<file path="src/rtl/mp_add_seq.sv">
// mp_add_seq: multi-precision add/subtract sequencer.
// Adds two WORDS*16-bit operands one 16-bit chunk per cycle, least-significant
// chunk first, through a single combinational 16-bit carry-lookahead adder.
// The carry between chunks is held in a register.
// Optional feature macro: MP_SUB_EN adds the `sub` port. When `sub` is set,
// the block computes A-B as A + ~B + 1.
//
// Handshake: `start` is sampled only while idle or in the DONE cycle. An
// accepted start raises `busy` for exactly WORDS cycles. After that, `done`
// pulses for one cycle, and `sum`/`cout`/`ovf` are valid from that cycle on.
// `start` seen during `busy` is ignored. `start` held in the DONE cycle
// launches the next operation with no idle gap.

module cla16 (
    input  logic [15:0] a,
    input  logic [15:0] b,
    input  logic        ci,
    output logic [15:0] s,
    output logic        co
);
    logic [15:0] g;
    logic [15:0] p;
    logic [15:0] c;
    logic [3:0]  gg;
    logic [3:0]  gp;
    logic [4:0]  gc;

    // Two-level lookahead: 4-bit group generate/propagate, then group carries,
    // then bit carries inside each group from that group's carry-in.
    always_comb begin
        g  = a & b;
        p  = a ^ b;
        gg = '0;
        gp = '1;
        gc = '0;
        c  = '0;
        for (int grp = 0; grp < 4; grp++) begin
            for (int i = 0; i < 4; i++) begin
                gg[grp] = g[4*grp+i] | (p[4*grp+i] & gg[grp]);
                gp[grp] = gp[grp] & p[4*grp+i];
            end
        end
        gc[0] = ci;
        for (int grp = 0; grp < 4; grp++) begin
            gc[grp+1] = gg[grp] | (gp[grp] & gc[grp]);
        end
        for (int grp = 0; grp < 4; grp++) begin
            c[4*grp] = gc[grp];
            for (int i = 0; i < 3; i++) begin
                c[4*grp+i+1] = g[4*grp+i] | (p[4*grp+i] & c[4*grp+i]);
            end
        end
        s  = p ^ c;
        co = gc[4];
    end
endmodule

module mp_add_seq #(
    parameter int WORDS = 4
) (
    input  logic                  clk,
    input  logic                  rst_n,
    input  logic                  start,
    input  logic [16*WORDS-1:0]   a,
    input  logic [16*WORDS-1:0]   b,
    input  logic                  cin,
`ifdef MP_SUB_EN
    input  logic                  sub,
`endif
    output logic                  busy,
    output logic                  done,
    output logic [16*WORDS-1:0]   sum,
    output logic                  cout,
    output logic                  ovf,
    output logic [1:0]            dbg_state
);
    localparam int          W    = 16 * WORDS;
    localparam logic [2:0]  LAST = 3'(WORDS - 1);

    typedef enum logic [1:0] {
        IDLE = 2'd0,
        RUN  = 2'd1,
        DONE = 2'd2
    } state_t;

    state_t         state;
    logic [W-1:0]   opa;
    logic [W-1:0]   opb;
    logic           carry;
    logic [2:0]     idx;

    logic [W-1:0]   b_load;
    logic           c_load;
    logic [15:0]    a_ch;
    logic [15:0]    b_ch;
    logic [15:0]    core_sum;
    logic           core_cout;
    logic           c15;

    // Operand-B and initial-carry selection at start; subtract is A + ~B + 1.
`ifdef MP_SUB_EN
    always_comb begin
        b_load = sub ? ~b : b;
        c_load = sub ? 1'b1 : cin;
    end
`else
    always_comb begin
        b_load = b;
        c_load = cin;
    end
`endif

    // Chunk mux: select the 16-bit slice of each operand addressed by idx.
    always_comb begin
        a_ch = '0;
        b_ch = '0;
        for (int k = 0; k < WORDS; k++) begin
            if (idx == 3'(k)) begin
                a_ch = opa[16*k +: 16];
                b_ch = opb[16*k +: 16];
            end
        end
    end

    cla16 u_cla (
        .a  (a_ch),
        .b  (b_ch),
        .ci (carry),
        .s  (core_sum),
        .co (core_cout)
    );

    // Carry into the top bit of the current chunk; used only on the last one.
    assign c15 = a_ch[15] ^ b_ch[15] ^ core_sum[15];

    // Sequencer: latch operands on start, process one chunk per RUN cycle,
    // and capture flags on the last chunk.
    always_ff @(posedge clk or negedge rst_n) begin
        if (!rst_n) begin
            state <= IDLE;
            idx   <= '0;
            carry <= 1'b0;
            opa   <= '0;
            opb   <= '0;
            sum   <= '0;
            cout  <= 1'b0;
            ovf   <= 1'b0;
        end else begin
            case (state)
                IDLE, DONE: begin
                    if (start) begin
                        opa   <= a;
                        opb   <= b_load;
                        carry <= c_load;
                        idx   <= '0;
                        state <= RUN;
                    end else begin
                        state <= IDLE;
                    end
                end
                RUN: begin
                    for (int k = 0; k < WORDS; k++) begin
                        if (idx == 3'(k)) begin
                            sum[16*k +: 16] <= core_sum;
                        end
                    end
                    carry <= core_cout;
                    if (idx == LAST) begin
                        cout  <= core_cout;
                        ovf   <= core_cout ^ c15;
                        state <= DONE;
                    end else begin
                        idx <= idx + 3'd1;
                    end
                end
                default: state <= IDLE;
            endcase
        end
    end

    // Status decoded straight from the state register.
    assign busy      = (state == RUN);
    assign done      = (state == DONE);
    assign dbg_state = state;

endmodule

</file>
<file path="config.mk">
export PLATFORM = sky130hd
export DESIGN_NAME = mp_add_seq
export DESIGN_NICKNAME = d
export VERILOG_FILES = /design/src/rtl/mp_add_seq.sv
export SDC_FILE = /design/constraint.sdc
export NUM_CORES = 1
export LEC_CHECK = 0
export CORE_AREA = 3 3 179 181
export CTS_CLUSTER_DIAMETER = 50
export DETAILED_ROUTE_END_ITERATION = 10
export DIE_AREA = 0 0 182 184
export HOLD_SLACK_MARGIN = 0.05
export PLACE_DENSITY = 0.6
export SETUP_SLACK_MARGIN = 0.3
export SYNTH_ARGS = -nofsm -noshare
export SYNTH_HDL_FRONTEND = slang
export SYNTH_SLANG_ARGS = --single-unit
</file>
<file path="constraint.sdc">
create_clock -name clk -period 13.2 [get_ports clk]
set_input_delay 1.32 -clock clk [delete_from_list [all_inputs] [get_ports clk]]
set_output_delay 1.32 -clock clk [all_outputs]
set_load 0.02 [all_outputs]
</file>
==> impl_metrics.json <==
{
  "place_area_um2": 11420,
  "synthArstFlopShare": 1.000,
  "period_share": 0.4379,
  "power.net_switching_mw": 1.561,
  "fin_hold_ws_ps": 480.1,
  "end_kind": "flop",
  "track_usage": 0.1647,
  "via_count": 7409,
  "area_delta_synth_final_pct": 32.10,
  "die_y_um": 184,
  "syn-num-nets": 1173,
  "final_core_util": 0.3923,
  "fill_cells": 3085,
  "ys_ff_latch": 200,
  "crit_type": "reg2reg",
  "p_comb_frac": 0.518,
  "cts_max_level": 4,
  "power.density_nw_per_um2": 285.3,
  "synth_top_cell_by_area": "dfrtp_1",
  "clk_pin_slew_ps": 80,
  "wl_met3_um": 1634,
  "diodes": 0,
  "multi_input_area_um2": 3801,
  "rr_worst_depth": 17,
  "antenna_found_initial": 2,
  "p_int_mw": 1.863,
  "synth.avg_cell_area_um2": 9.013,
  "hold_viol": 0,
  "grt-ovfl-total": 0,
  "dp_slack_ps": 7477,
  "start_util": 0.2970,
  "cts_inserted_buffers": 17,
  "dpl.cell_count": 1551,
  "synth_commonest_cells": "nand2_1, dfrtp_1, o21ai_0",
  "status": "finished clean",
  "hold_path.class": "reg2reg",
  "via_per_inst": 4.680,
  "drt-met1-wl_um": 13410,
  "drc": 0,
  "p_sw_frac": 0.4559,
  "clockBufferDepth": 2,
  "arrival_ps": 6150,
  "fmax_mhz": 173.0,
  "drive_gt1_frac": 0.05813,
  "critPathMaxFanout": 33,
  "rsz0062_at_grt": "no",
  "final_cells": 1583,
  "postCtsHoldBufs": 0,
  "grt_pass1_vias": 7383,
  "place_congestion": 0.8495,
  "leakagePower_nw": 5.722,
  "ys_types": 37,
  "cts.repair.resized": 0,
  "synthCells": 1008,
  "rows": 64,
  "synth_area_leaders": "dfrtp_1, nand2_1, o21ai_0",
  "post_cts_buffers": 0,
  "p_clk_frac": 0.154,
  "ant_nets": 0,
  "nets": 1339,
  "die_x_um": 182,
  "grt_start_max_net_pins": 93,
  "synthesis.area_um2": 9085,
  "synth_top_cell_area_share": 0.5509,
  "drt_iter0_drc": 536,
  "fin_tns_setup_ps": 0,
  "placeableCoreArea_um2": 30590,
  "period_minus_slack_ps": 5781,
  "routed_wl_um": 27620,
  "p_total_mw": 3.424,
  "top_layer": "met5",
  "clkLatencyLatePin_ps": 440,
  "cts_sinks": 200,
  "root_buffer": "clkbuf_16",
  "whs_path_depth": 2,
  "fin_skew_ps": 15.49,
  "peakVddDrop_uv": 188.5,
  "required_ps": 13570,
  "yosys_warnings": 0,
  "fin_area_um2": 12000,
  "drv_cap": 0,
  "synth_flop_cell": "dfrtp_1",
  "p_seq_frac": 0.329,
  "relSlewSlack": 0.1095,
  "io_pins": 202,
  "dp_hpwl_um": 20640,
  "setup-violations-final": 0,
  "grt_pass1_wl_um": 42500,
  "setup_ws_ps": 7419,
  "seq_area_um2": 5005,
  "yosys.cell_count.top_type": "nand2_1",
  "io_buffers": 201,
  "ys_seq_area_frac": 0.5509,
  "dr_wl_met2_um": 12160,
  "drt-pass1-iter-count": 5,
  "dieArea_um2": 33490,
  "worstMarginPinSlew_ps": 1330,
  "synth-edff-count": 0,
  "start_kind": "flop",
  "tritoncts": "built",
  "slew_violations": 0,
  "wl_per_cell_um": 17.45
}
## final cells by class
class                   count  share of cell area
repair buffers            208              0.1723
well taps                 396             0.04128
clock buffers              17             0.03545
flip-flops and latches    200              0.4170
clock inverters            15             0.01282
multi-input cells         733              0.3167
inverters                  14            0.004379
## routing by layer
layer | GRT usage | vias up
li1 | - | 3628
met1 | 0.2402 | 3506
met2 | 0.2502 | 244
met3 | 0.03720 | 27
met4 | 0.03839 | 4
met5 | 0 | -
## cells by family after synthesis
| kind of cell | share of synthesized area |
|---|---|
| and+or+nand+nor | 0.2204 |
| DFF | 0.5509 |
| AOI/OAI and AO/OA | 0.1158 |
| buffers and inverters | 0.03388 |
| adders and majority gates | 0.05536 |
| muxes | 0.01983 |
| xor gates and xnor gates | 0.003857 |
## state kept, by name (all words and copies together) (netlist names)
| register | count |
|---|---|
| carry | 1 |
| cout | 1 |
| dbg_state | 2 |
| idx | 3 |
| opa | 64 |
| opb | 64 |
| ovf | 1 |
| sum | 64 |
## layout by cell type, fill, tap and decap left out, types with 2 or more instances in the layout
| master | Yosys | final |
|---|---|---|
| inv_8 | 0 | 5 |
| nand3_1 | 4 | 4 |
| a221o_1 | 16 | 16 |
| clkinvlp_4 | 0 | 4 |
| nor2b_2 | 0 | 2 |
| clkdlybuf4s50_1 | 0 | 200 |
| nand2_1 | 455 | 455 |
| a21oi_1 | 24 | 24 |
| clkinv_8 | 0 | 2 |
| ha_1 | 21 | 20 |
| a21o_1 | 16 | 16 |
| nor2_1 | 18 | 18 |
| nor3_1 | 19 | 19 |
| xor2_1 | 3 | 3 |
| clkbuf_16 | 0 | 17 |
| inv_1 | 13 | 13 |
| o21ai_1 | 14 | 14 |
| inv_6 | 0 | 4 |
| buf_4 | 0 | 7 |
| a221oi_1 | 16 | 16 |
| o21a_1 | 2 | 2 |
| a21oi_2 | 2 | 2 |
| nand4_1 | 3 | 3 |
| dfrtp_1 | 200 | 200 |
| nand2_2 | 2 | 2 |
| o21ai_0 | 73 | 73 |
| fa_1 | 12 | 12 |
| nor2b_1 | 5 | 2 |
| mux2_2 | 16 | 16 |
## critical path: stages (launching register included)
cell and delay [ps]:
dfrtp_1 420, inv_1 90, ha_1 210, nor2b_2 1070
a221o_1 310, o21ai_0 100, o21ai_0 230, ha_1 220
nand3_1 90, o22ai_1 210, nor2_1 110, o21ai_0 370
a21oi_1 170, fa_1 470, fa_1 460, fa_1 470
or4_1 530, a31oi_1 160
## power by group through the flow
stage	registers (mW)	logic, mW	clock network [mW]
4_1_cts	1.13	1.79	0.537
3_5_place_dp	1.14	1.79	0
3_3_place_gp	1.14	1.75	0
2_1_floorplan	1.17	0.998	0
5_1_grt	1.16	1.98	0.562
6_report	1.13	1.77	0.526
## worst paths after layout
check / slack, ps / startpoint / to
max: 7420 / idx[1] / ovf
min: 480 / opa[39] / opa[39]
max reg2reg: 7420 / idx[1] / ovf
min reg2reg: 480 / opa[39] / opa[39]
max in group asynchronous: 10290 / rst_n / opa[35]
min in group asynchronous: 920 / rst_n / sum[22]
Note: power is estimated with default switching activity, not from simulation.
